`src/rtl/exu_cal_arb_pkg.sv`:
```
// rtl/exu_cal_arb_pkg.sv - shared encodings for the cal arbiter (requester ids, states, watchdog default)
`ifndef CIRNO_CAL_OPB_SIZE
`define CIRNO_CAL_OPB_SIZE 32
`endif

package exu_cal_arb_pkg;

  localparam logic [1:0] REQ_AL = 2'd0;
  localparam logic [1:0] REQ_BJ = 2'd1;
  localparam logic [1:0] REQ_AG = 2'd2;

  localparam int CIRNO_WDT_MAX = 255;

  typedef enum logic [1:0] {
    ST_IDLE = 2'd0,
    ST_REQ  = 2'd1,
    ST_WAIT = 2'd2
  } arb_state_e;

  // Next requester index, wrapping AG back to AL.
  function automatic logic [1:0] idx_inc(input logic [1:0] idx);
    return (idx >= REQ_AG) ? REQ_AL : idx + 2'd1;
  endfunction

endpackage

```
`src/rtl/exu_cal_arb_rr_pick.sv`:
```
// rtl/exu_cal_arb_rr_pick.sv - 3-way round-robin picker: search upward from ptr with wrap
module cal_rr_pick
  import exu_cal_arb_pkg::*;
(
  input  logic [1:0] ptr_i,
  input  logic [2:0] vld_i,
  output logic [2:0] gnt_o,
  output logic [1:0] idx_o,
  output logic       any_o
);

  logic [3:0] vld4;
  logic [1:0] cand;

  assign vld4 = {1'b0, vld_i};

  always_comb begin
    gnt_o = 3'b000;
    idx_o = REQ_AL;
    any_o = 1'b0;
    cand  = ptr_i;
    for (int k = 0; k < 3; k++) begin
      if (!any_o && vld4[cand]) begin
        any_o = 1'b1;
        idx_o = cand;
      end
      cand = idx_inc(cand);
    end
    if (any_o) gnt_o[idx_o] = 1'b1;
  end

endmodule

```
`src/rtl/exu_cal_arb.sv`:
```
// rtl/exu_cal_arb.sv - arbitrates ALU/branch/AGU requests onto one cal unit, with result routing and watchdog
`ifndef CIRNO_CAL_OPB_SIZE
`define CIRNO_CAL_OPB_SIZE 32
`endif

module exu_cal_arb
  import exu_cal_arb_pkg::*;
#(
  parameter int WDT_MAX = CIRNO_WDT_MAX,
  parameter int OPB_W   = `CIRNO_CAL_OPB_SIZE
) (
  input  logic             clk,
  input  logic             rst,
  input  logic             hs_al4arb_val,
  input  logic             hs_bj4arb_val,
  input  logic             hs_ag4arb_val,
  output logic             hs_arb4al_rdy,
  output logic             hs_arb4bj_rdy,
  output logic             hs_arb4ag_rdy,
  input  logic [OPB_W-1:0] i_al_opb,
  input  logic [OPB_W-1:0] i_bj_opb,
  input  logic [OPB_W-1:0] i_ag_opb,
  output logic [31:0]      o_al_res,
  output logic [31:0]      o_bj_res,
  output logic [31:0]      o_ag_res,
  output logic             o_al_res_val,
  output logic             o_bj_res_val,
  output logic             o_ag_res_val,
  output logic             hs_arb4cal_val,
  input  logic             hs_cal4arb_rdy,
  output logic [OPB_W-1:0] o_cal_opb,
  input  logic [31:0]      i_cal_res,
  input  logic             i_cal_res_val,
  output logic             o_wdt_err
);

  localparam int WDT_W = $clog2(WDT_MAX + 1);

  arb_state_e       state_q;
  logic [1:0]       ptr_q;
  logic [1:0]       owner_q;
  logic [WDT_W-1:0] wdt_q;

  logic [2:0] pick_gnt;
  logic [1:0] pick_idx;
  logic       pick_any;
  logic       wait_done;
  logic       arb_free;
  logic       gnt_val;
  logic [1:0] gnt_idx;
  logic       accept;
  logic       wdt_hit;

  cal_rr_pick u_pick (
    .ptr_i (ptr_q),
    .vld_i ({hs_ag4arb_val, hs_bj4arb_val, hs_al4arb_val}),
    .gnt_o (pick_gnt),
    .idx_o (pick_idx),
    .any_o (pick_any)
  );

  // A returning result frees the cal unit in the same cycle, so a new grant can issue back-to-back.
  assign wait_done = (state_q == ST_WAIT) && i_cal_res_val;
  assign arb_free  = (state_q == ST_IDLE) || wait_done;
  assign wdt_hit   = (state_q == ST_WAIT) && !i_cal_res_val && (wdt_q == WDT_W'(WDT_MAX - 1));

  always_comb begin
    gnt_val = 1'b0;
    gnt_idx = owner_q;
    if (state_q == ST_REQ) begin
      gnt_val = 1'b1;
    end else if (arb_free && pick_any) begin
      gnt_val = 1'b1;
      gnt_idx = pick_idx;
    end
  end

  assign accept = gnt_val && hs_cal4arb_rdy;

  always_comb begin
    o_cal_opb = '0;
    if (gnt_val) begin
      case (gnt_idx)
        REQ_AL:  o_cal_opb = i_al_opb;
        REQ_BJ:  o_cal_opb = i_bj_opb;
        REQ_AG:  o_cal_opb = i_ag_opb;
        default: o_cal_opb = '0;
      endcase
    end
  end

  assign hs_arb4cal_val = gnt_val;
  assign hs_arb4al_rdy  = accept && (gnt_idx == REQ_AL);
  assign hs_arb4bj_rdy  = accept && (gnt_idx == REQ_BJ);
  assign hs_arb4ag_rdy  = accept && (gnt_idx == REQ_AG);

  assign o_al_res_val = wait_done && (owner_q == REQ_AL);
  assign o_bj_res_val = wait_done && (owner_q == REQ_BJ);
  assign o_ag_res_val = wait_done && (owner_q == REQ_AG);
  assign o_al_res     = o_al_res_val ? i_cal_res : 32'd0;
  assign o_bj_res     = o_bj_res_val ? i_cal_res : 32'd0;
  assign o_ag_res     = o_ag_res_val ? i_cal_res : 32'd0;
  assign o_wdt_err    = wdt_hit;

  always_ff @(posedge clk) begin
    if (rst) begin
      state_q <= ST_IDLE;
      ptr_q   <= REQ_AL;
      owner_q <= REQ_AL;
      wdt_q   <= '0;
    end else if (accept) begin
      state_q <= ST_WAIT;
      owner_q <= gnt_idx;
      ptr_q   <= idx_inc(gnt_idx);
      wdt_q   <= '0;
    end else if (gnt_val) begin
      state_q <= ST_REQ;
      owner_q <= gnt_idx;
    end else if ((state_q == ST_WAIT) && !i_cal_res_val) begin
      // Watchdog abort drops the owner's request; the requester already saw its rdy.
      if (wdt_hit) begin
        state_q <= ST_IDLE;
        wdt_q   <= '0;
      end else begin
        wdt_q <= wdt_q + 1'b1;
      end
    end else begin
      state_q <= ST_IDLE;
    end
  end

endmodule

```
`config.mk`:
```
export PLATFORM = sky130hd
export DESIGN_NAME = exu_cal_arb
export DESIGN_NICKNAME = d
export VERILOG_FILES = /design/src/rtl/exu_cal_arb_pkg.sv /design/src/rtl/exu_cal_arb_rr_pick.sv /design/src/rtl/exu_cal_arb.sv
export SDC_FILE = /design/constraint.sdc
export NUM_CORES = 1
export LEC_CHECK = 0
export ABC_AREA = 1
export BUFFER_PORTS_ARGS = -buffer_cell sky130_fd_sc_hd__buf_2
export CAP_MARGIN = 20
export CORE_AREA = 5 5 101 103
export DETAILED_ROUTE_END_ITERATION = 10
export DIE_AREA = 0 0 106 108
export PLACE_DENSITY = 0.64
export SETUP_SLACK_MARGIN = 0.2
export SLEW_MARGIN = 20
export SYNTH_ARGS = -nofsm -noshare
export SYNTH_HDL_FRONTEND = slang
export SYNTH_SLANG_ARGS = --single-unit
```
`constraint.sdc`:
```
create_clock -name clk -period 2 [get_ports clk]
set_input_delay 0.1 -clock clk [delete_from_list [all_inputs] [get_ports clk]]
set_output_delay 0.1 -clock clk [all_outputs]
set_load 0.02 [all_outputs]
```
==> Word-level counts from Yosys, hierarchy flattened <==
Index checks and enable logic that the tools add are counted.
{ "totals": {"regBits": 14} }
{ "classes": {"addsub": 4, "magnitude_cmp": 6, "n_eq_ne": 9, "n_mux": 31, "bitwise_logic": 1, "reduce_logical": 23} }
{ "ops": {"columns": ["operator", "count"], "rows": [
  ["$mux W32", 4],
  ["$pmux W32 S3", 1],
  ["$mux W2", 14],
  ["$logic_and A1 B1 Y1", 13],
  ["$lt A2 B3 Y1 const B", 3],
  ["$add A8 B1 Y8 const B", 1],
  ["$eq A8 B8 Y1 const B", 1],
  ["$mux W1", 8],
  ["$mux W8", 1],
  ["$add A2 B1 Y2 const B", 3],
  ["$bmux W1 S2", 3],
  ["$eq A2 B1 Y1 const B", 3],
  ["$eq A2 B2 Y1 const B", 3],
  ["$ge A2 B2 Y1 const B", 3],
  ["$logic_not A2 Y1", 3],
  ["$ne A4 B4 Y1 const B", 1],
  ["$logic_not A1 Y1", 3],
  ["$ne A3 B3 Y1 const B", 1],
  ["$reduce_and A2 Y1", 1],
  ["$reduce_bool A2 Y1", 1],
  ["$reduce_or A2 Y1", 1],
  ["$logic_or A1 B1 Y1", 1],
  ["$not A1 Y1", 1]
]} }

==> Logic depth before layout (Yosys ltp) <==
Gate-level depths: netlist of run 1.
{ "logic_depth": {"word_depth": 15, "mapped_depth": 16} }

==> Hierarchy <==
Synthesis of run 1 repeated with hierarchy kept, for this count alone.
{ "unflattened": {"hier_cells": 510, "hier_area_um2": 2489.9} }
{ "by_module_without_submodules": {"columns": ["mod", "n_inst", "cells_each", "area_each_um2", "seq_area_each_um2"], "rows": [
  ["exu_cal_arb", 1, 474, 2332.2, 280.3],
  ["cal_rr_pick", 1, 36, 157.7, 0.0]
]} }

==> Least setup slack after synthesis of run 1 <==
OpenSTA, ideal clock, no wires.
{ "synth_path": {"kind": "flip-flop to output port", "startpoint": "register ptr_q[0]", "endpoint": "output hs_arb4ag_rdy", "t_arrival_ps": 1804, "slack_ps": 96, "path_stages_with_launch": 12, "cell_sequence": "dfxtp_1 > buf_4 > nor2_2 > nand2_1 > nand3_2 > nor2_2 > nand2_2 > nand2_2 > o21ai_1 > buf_2 > nand2_1 > nor3_1"} }
{ "synth_between": {"elab_chain_cells": 14} }
{ "synth_lines": {"columns": ["element", "line_no", "text"], "rows": [
  ["start, declared", "exu_cal_arb.sv:40", "logic [1:0] ptr_q;"],
  ["start signal, assigned", "exu_cal_arb.sv:114", "ptr_q <= idx_inc(gnt_idx);"],
  ["parallel branches: the longest is 13 deep, another holds $add A2 B1 Y2", null, null],
  ["$logic_and A1 B1 Y1 *", "exu_cal_arb.sv:95", "assign hs_arb4ag_rdy = accept && (gnt_idx == REQ_AG);"],
  ["end, declared", "exu_cal_arb.sv:19", "output logic hs_arb4ag_rdy,"]
]} }
Mark *: on every way between the ends. The select of a mux whose other input is x is not followed.

==> Final worst setup path of run 1 <==
{ "layout_path": {"startpoint": "register ptr_q[1]", "endpoint": "output o_cal_opb[7]"} }
{ "layout_between": {"elab_chain_cells": 15} }
{ "layout_lines": {"columns": ["element", "line_no", "text"], "rows": [
  ["parallel branches: the longest is 14 deep, another holds $add A2 B1 Y2", null, null],
  ["$mux W32 *", "exu_cal_arb.sv:82", "if (gnt_val) begin"],
  ["end, declared", "exu_cal_arb.sv:31", "output logic [OPB_W-1:0] o_cal_opb,"]
]} }
Marked as above.

==> impl_metrics.tcl, run 1 <==
set metrics [dict create \
    critPathMaxFanout 15 \
    syn_area_sq_um 2460 \
    final_cell_area_sq_um 5140 \
    crit_arrival_ns 2.17 \
    max_freq_mhz 440 \
    clock_path_buffers 2 \
    io_pins 271 \
    ys_seq_area_share_pct 11.4 \
    synth.area.top_cells "nand3_1 (22%), nor2_1 (17%), inv_1 (13%)" \
    route.vias.total 4396 \
    critPathBufInv 5 \
    worstSetupPathType "reg -> out" \
    start_util_pct 27.0 \
    core-area_sq_um 9110 \
    cts-htree-levels 1 \
    end_kind "primary output" \
    cp.depth 15 \
    syn_to_final_growth_pct 109 \
    seqPwrFrac_pct 6.5 \
    fin_util_pct 56.5 \
    cpMostUsedCell "nor2_4" \
    required_ns 1.90 \
    setup_viol 46 \
    ir_worst_vdd_uv 874 \
    grt_pass1_vias 4201 \
    power_density_nw_per_um2 1100 \
    crit_chain "inv_4 > nand3_4 > nand3_2 > nor2_4 > nand2_4 > nand2_4 > nor2_4 > nor2_4 > buf_4 > buf_12 > nand3_1 > nand3_1 > nand2_1 > inv_2 > buf_4" \
    clock_power_share_pct 4.8 \
    violations "negative setup slack" \
    mostFrequentLayoutCell "buf_2" \
    row_count 35 \
    yosys_register_bits 14 \
    clkSinkCount 14 \
    drt_iter0_drc 244 \
    period_needed_ns 2.27 \
    fin_nets 925 \
    dr.pass1.iters 4 \
    finalMaxSlewViolations 0 \
    r2r.worst_path.cells 16 \
    maxCapViolations 0 \
    status "finished, violations left" \
    internal-power_mw 2.78 \
    rrSetupSlack_ns -0.15 \
    totalWireLength_microns 13100 \
    cpPeakStageDelay_ns 0.43 \
    clkLatencyLatePin_ns 0.24 \
    cts_tree "done" \
    synth_top_cell_area_share_pct 21.5 \
    startpoint_type "flop" \
    synthCells 493 \
    io_buffers 270 \
    min_period_over_period_pct 114 \
    crit_end "o_cal_opb[7]" \
    reg2reg_from "ptr_q[0]" \
    postRouteAntennaNets 0 \
    synth_fp_nets 630 \
    die_h_microns 108 \
    diodes 0 \
    grt.total_usage_pct 19.9 \
    synth.distinct_cells 30 \
    routabilityCongestion 0.878 \
    setup_ws_ns -0.274 \
    hp-class "in -> reg" \
    drc 0 \
    routedWlPerCell_microns 14.6 \
    rsz0062_at_grt "true" \
    fin_worst_skew_ns 0.000881 \
    p_leak_nw 3.10 \
    hp-start "rst" \
    crit_slowest_cell "dfxtp_4" \
    worst_pin_slew_ns 0.399 \
    clock-root-buffer "clkbuf_8" \
    fp.dieW_microns 106 \
    avgSynthCellArea_sq_um 4.99 \
    place.detailed.hpwl_microns 9780 \
    yosysTopAreaCell "nand3_1" \
    switching_share_pct 51.0 \
    relSlewSlack_pct 73.1 \
    final_hold_viol_count 0 \
    drive_gt1_share_pct 54.9 \
    avgViaCountPerCell 4.90 \
    postPlaceCellArea_sq_um 4040 \
    clk_pin_slew_ns 0.06 \
    grt-ovfl-total 0 \
    die_area_sq_um 11400 \
    critPathTopFamily "simple AND/OR/NAND/NOR gates" \
    r2r_end "ptr_q[1]" \
    layout_common_cells "buf_2 (221), nor2_1 (101), nand3_1 (93), buf_4 (54)" \
    grt_pass1_wl_microns 19100 \
    cts_buffers 3 \
    startpoint "ptr_q[1]" \
    grt_max_degree 33 \
    antenna_found_initial 0 \
    ys_warn_count 0 \
    p_comb_share_pct 88.7 \
    switchingPower_mw 2.89 \
]
## power by group through the flow
stage | logic, mW | clock network (mW) | registers (mW)
global route | 5.40 | 0.292 | 0.373
CTS | 4.33 | 0.279 | 0.362
global placement | 3.44 | 0 | 0.350
detailed placement | 3.47 | 0 | 0.354
finish | 5.03 | 0.274 | 0.369
floorplan | 2.32 | 0 | 0.329
## logic make-up after synthesis
group,Yosys count,synth area share (%)
AOI/OAI and AO/OA,19,4.78
xor gates and xnor gates,3,1.07
adders and majority gates,2,1.02
buffers and inverters,126,21.0
DFF,14,11.4
and+or+nand+nor,329,60.7
## how the worst min path moves through the flow
| stage | endpoint | slack (ns) | cells after the start |
|---|---|---|---|
| after floorplan | ptr_q[0] | 0.17 | 1 |
| after global placement | ptr_q[0] | 0.38 | 2 |
| after detailed placement | ptr_q[0] | 0.38 | 2 |
| after CTS | ptr_q[0] | 0.11 | 2 |
| after global routing | ptr_q[1] | 0.16 | 2 |
| final | ptr_q[0] | 0.14 | 2 |
## metal layers
metal	global-route usage, %	up-vias	part of all wire (%)
met4	6.85	0	2.4
met2	39.7	230	54
met1	20.4	1990	35
met3	4.24	20	8.1
met5	0	-	0
li1	-	2156	-
## cells in the mapped netlist
| cell | count |
|---|---|
| a21boi_2 | 1 |
| a21oi_1 | 10 |
| a21oi_2 | 2 |
| a31oi_1 | 1 |
| buf_2 | 15 |
| buf_4 | 7 |
| clkbuf_1 | 15 |
| dfxtp_1 | 14 |
| ha_1 | 2 |
| inv_1 | 87 |
| inv_2 | 2 |
| nand2_1 | 63 |
| nand2_2 | 3 |
| nand3_1 | 106 |
| nand3_2 | 2 |
| nand3b_1 | 1 |
| nand4_1 | 32 |
| nor2_1 | 111 |
| nor2_2 | 4 |
| nor3_1 | 4 |
| nor3b_1 | 1 |
| nor4_1 | 1 |
| o2111ai_1 | 1 |
| o211ai_1 | 1 |
| o21ai_0 | 1 |
| o21ai_1 | 1 |
| o22ai_1 | 1 |
| or2_2 | 1 |
| xnor2_1 | 2 |
| xor2_1 | 1 |
## repair_timing
action,CTS,global route
gates resized for setup,103,76
hold buffers,0,0
pin swaps,11,7
setup buffers,15,13
gates cloned,3,3
hold endpoints to repair,0,0
setup endpoints to repair,112,144
## worst register-to-register path: stages, from the launching register on
cell and delay (ns):
dfxtp_4 0.42, inv_4 0.06, nor2_2 0.13, nand2_1 0.09, nand2_2 0.08, nor2_4 0.05, nand2_4 0.09, nand2_4 0.07
nand2_2 0.16, nand2_8 0.10, clkbuf_16 0.17, buf_4 0.14, nor2_4 0.09, nand3_4 0.10, buf_6 0.13, buf_4 0.12
a21oi_2 0.10
## per-stage QoR
stage / total power [mW] / cells / hold slack, ns / setup WS, ns / TNS (ns)
2_1_floorplan: 2.65 / 493 / 0.169 / 0.198 / 0
3_3_place_gp: 3.79 / 860 / 0.376 / -0.106 / -2.63
4_1_cts: 4.97 / 882 / 0.113 / -0.214 / -6.52
3_5_place_dp: 3.83 / 860 / 0.382 / -0.254 / -6.96
5_1_grt: 6.06 / 898 / 0.163 / -0.397 / -14.69
6_report: 5.67 / 898 / 0.137 / -0.274 / -9.47
## final cells by class
class                   count  area (sq um)
inverters                  89           339
multi-input cells         353          2050
clock buffers               4          55.1
repair buffers            327          2280
fillers                   853          3960
flip-flops and latches     14           288
well taps                 111           139
## registers in the layout, indices dropped and copies added, names as in the netlist
name	cells
wdt_q	8
ptr_q	2
owner_q	2
state_q	2
No activity file was read; power rests on OpenSTA's default activity.
==> inputs of run 2 (changes only) <==
- BUFFER_PORTS_ARGS: -buffer_cell sky130_fd_sc_hd__buf_2 -> -buffer_cell sky130_fd_sc_hd__clkbuf_2
==> run 2 against run 1 <==
Die area unchanged. Critical path depth down 2. Final area up 4.8%. Combinational power up 11%. The flow still finishes with violations (negative setup slack). Clock power up 4%. Highest routed layer unchanged. Sequential power about the same. Total power up 9.6%. Flip-flop and latch count unchanged.
==> impl_metrics.tcl, run 2 (synthesis gave the netlist of run 1 again) <==
set metrics [dict create \
    status "finished, violations left" \
    violations "negative setup slack" \
    crit_chain "buf_6 > nand3_2 > nand3_2 > nor2_4 > buf_4 > a21boi_4 > a21oi_2 > buf_12 > nand3_1 > nand3_1 > nand2_1 > inv_2 > buf_6" \
    setup_ws_ns -0.353 \
    cts-htree-levels 1 \
    fin_worst_skew_ns 0.00402 \
    critPathTopFamily "buffers and inverters" \
    worstSetupPathType "reg -> out" \
    clock_path_buffers 2 \
    grt-ovfl-total 0 \
    clock_power_share_pct 4.6 \
    clkSinkCount 14 \
    io_buffers 270 \
    r2r.worst_path.cells 15 \
    io_pins 271 \
    avgViaCountPerCell 5.08 \
    postRouteAntennaNets 0 \
    clock-root-buffer "clkbuf_8" \
    syn_to_final_growth_pct 119 \
    crit_slowest_cell "dfxtp_4" \
    setup_viol 40 \
    end_kind "primary output" \
    min_period_over_period_pct 118 \
    cts_tree "done" \
    final_hold_viol_count 0 \
    maxCapViolations 0 \
    max_freq_mhz 425 \
    grt.total_usage_pct 20.6 \
    grt_pass1_vias 4220 \
    cp.depth 13 \
    layout_common_cells "clkbuf_2 (193), nor2_1 (98), nand3_1 (79), nand2_1 (50), inv_1 (49)" \
    fin_util_pct 59.2 \
    startpoint_type "flop" \
    period_needed_ns 2.35 \
    place.detailed.hpwl_microns 9910 \
    crit_arrival_ns 2.25 \
    core-area_sq_um 9110 \
    die_h_microns 108 \
    p_comb_share_pct 89.5 \
    dp_cells 865 \
    seqPwrFrac_pct 5.9 \
    routabilityCongestion 0.882 \
    min_path_cells 2 \
    ir_worst_vdd_uv 1030 \
    routedWlPerCell_microns 16.1 \
    required_ns 1.90 \
    grt_pass1_wl_microns 19700 \
    switching_share_pct 49.7 \
    worst_pin_slew_ns 0.548 \
    relSlewSlack_pct 63.4 \
    diodes 0 \
    start_util_pct 27.0 \
    critPathMaxFanout 24 \
    finalPower_mw 6.22 \
    rsz0062_at_grt "true" \
    cts_buffers 3 \
    power_density_nw_per_um2 1150 \
    cpPeakStageDelay_ns 0.38 \
    switchingPower_mw 3.09 \
    dr.pass1.iters 5 \
    clk_pin_slew_ns 0.06 \
    setup_tns_ns -11.02 \
    die_area_sq_um 11400 \
    hp-class "in -> reg" \
    route.vias.total 4599 \
    critPathBufInv 5 \
    row_count 35 \
    drive_gt1_share_pct 57.5 \
    fp.dieW_microns 106 \
    grt_max_degree 35 \
    top_register "wdt_q" \
    totalWireLength_microns 14600 \
    fin_nets 933 \
    finalMaxSlewViolations 0 \
    antenna_found_initial 0 \
    mostFrequentLayoutCell "clkbuf_2" \
    drt_iter0_drc 358 \
    p_leak_nw 3.23 \
    internal-power_mw 3.13 \
    fin_cells 906 \
    drc 0 \
    clkLatencyLatePin_ns 0.25 \
    largest_reg_flops 8 \
    hold_buffers 0 \
]
[run 2: timing repair]
| action | 4_1_cts | 5_1_grt |
|---|---|---|
| gates cloned | 5 | 8 |
| setup endpoints to repair | 112 | 144 |
| pin swaps | 7 | 46 |
| buffers inserted | 17 | 7 |
| hold endpoints to repair | 0 | 0 |
| gates resized for setup | 104 | 192 |
[run 2: metal layers]
metal	routed length [microns]	share of wire [%]	vias to the layer above	global-route usage (%)
met1	5150	35	2078	22.3
met3	1290	8.9	44	4.24
li1	-	-	2176	-
met5	0	0	-	0
met4	483	3.3	0	7.49
met2	7640	52	301	39.6
[run 2: metrics by stage]
step                      hold slack, ns  setup slack, ns  cell area [sq um]
after CTS                          0.138           -0.298               4720
after global placement             0.392          -0.0752               4040
after global routing               0.160           -0.471               5390
final                              0.138           -0.353               5390
after detailed placement           0.397           -0.128               4040
after floorplan                    0.169            0.198               2470
[run 2: worst register-to-register path, cell delays in order, from the launching register on]
cell,delay [ns]
dfxtp_4,0.38
buf_6,0.14
nand3_2,0.07
nand3_2,0.11
nor2_4,0.14
buf_4,0.14
a21boi_4,0.07
nand2_2,0.12
nand2_4,0.08
buf_12,0.16
nor2_1,0.12
nand3_2,0.10
buf_4,0.14
buf_4,0.12
buf_4,0.12
a21oi_1,0.11
[run 2: area by class of cell]
class	instances	area, sq um
multi-input combinational	353	2060
fill	819	3720
inverter	89	337
timing repair buffer	335	2510
tap	111	139
clock buffer	4	55.1
sequential	14	288
[run 2: path summary, 6_finish.rpt]
| path | start | to | slack (ns) |
|---|---|---|---|
| setup / recovery | ptr_q[0] | o_cal_opb[19] | -0.35 |
| hold reg to reg | wdt_q[4] | wdt_q[4] | 0.52 |
| hold / removal | rst | ptr_q[0] | 0.14 |
| setup reg to reg | ptr_q[0] | ptr_q[1] | -0.18 |
[run 2: power groups by stage]
stage / combinational, mW / sequential, mW / clock, mW
5_1_grt: 5.92 / 0.372 / 0.300
4_1_cts: 4.53 / 0.357 / 0.284
6_report: 5.56 / 0.368 / 0.284
3_3_place_gp: 3.43 / 0.347 / 0
2_1_floorplan: 2.32 / 0.329 / 0
3_5_place_dp: 3.45 / 0.349 / 0
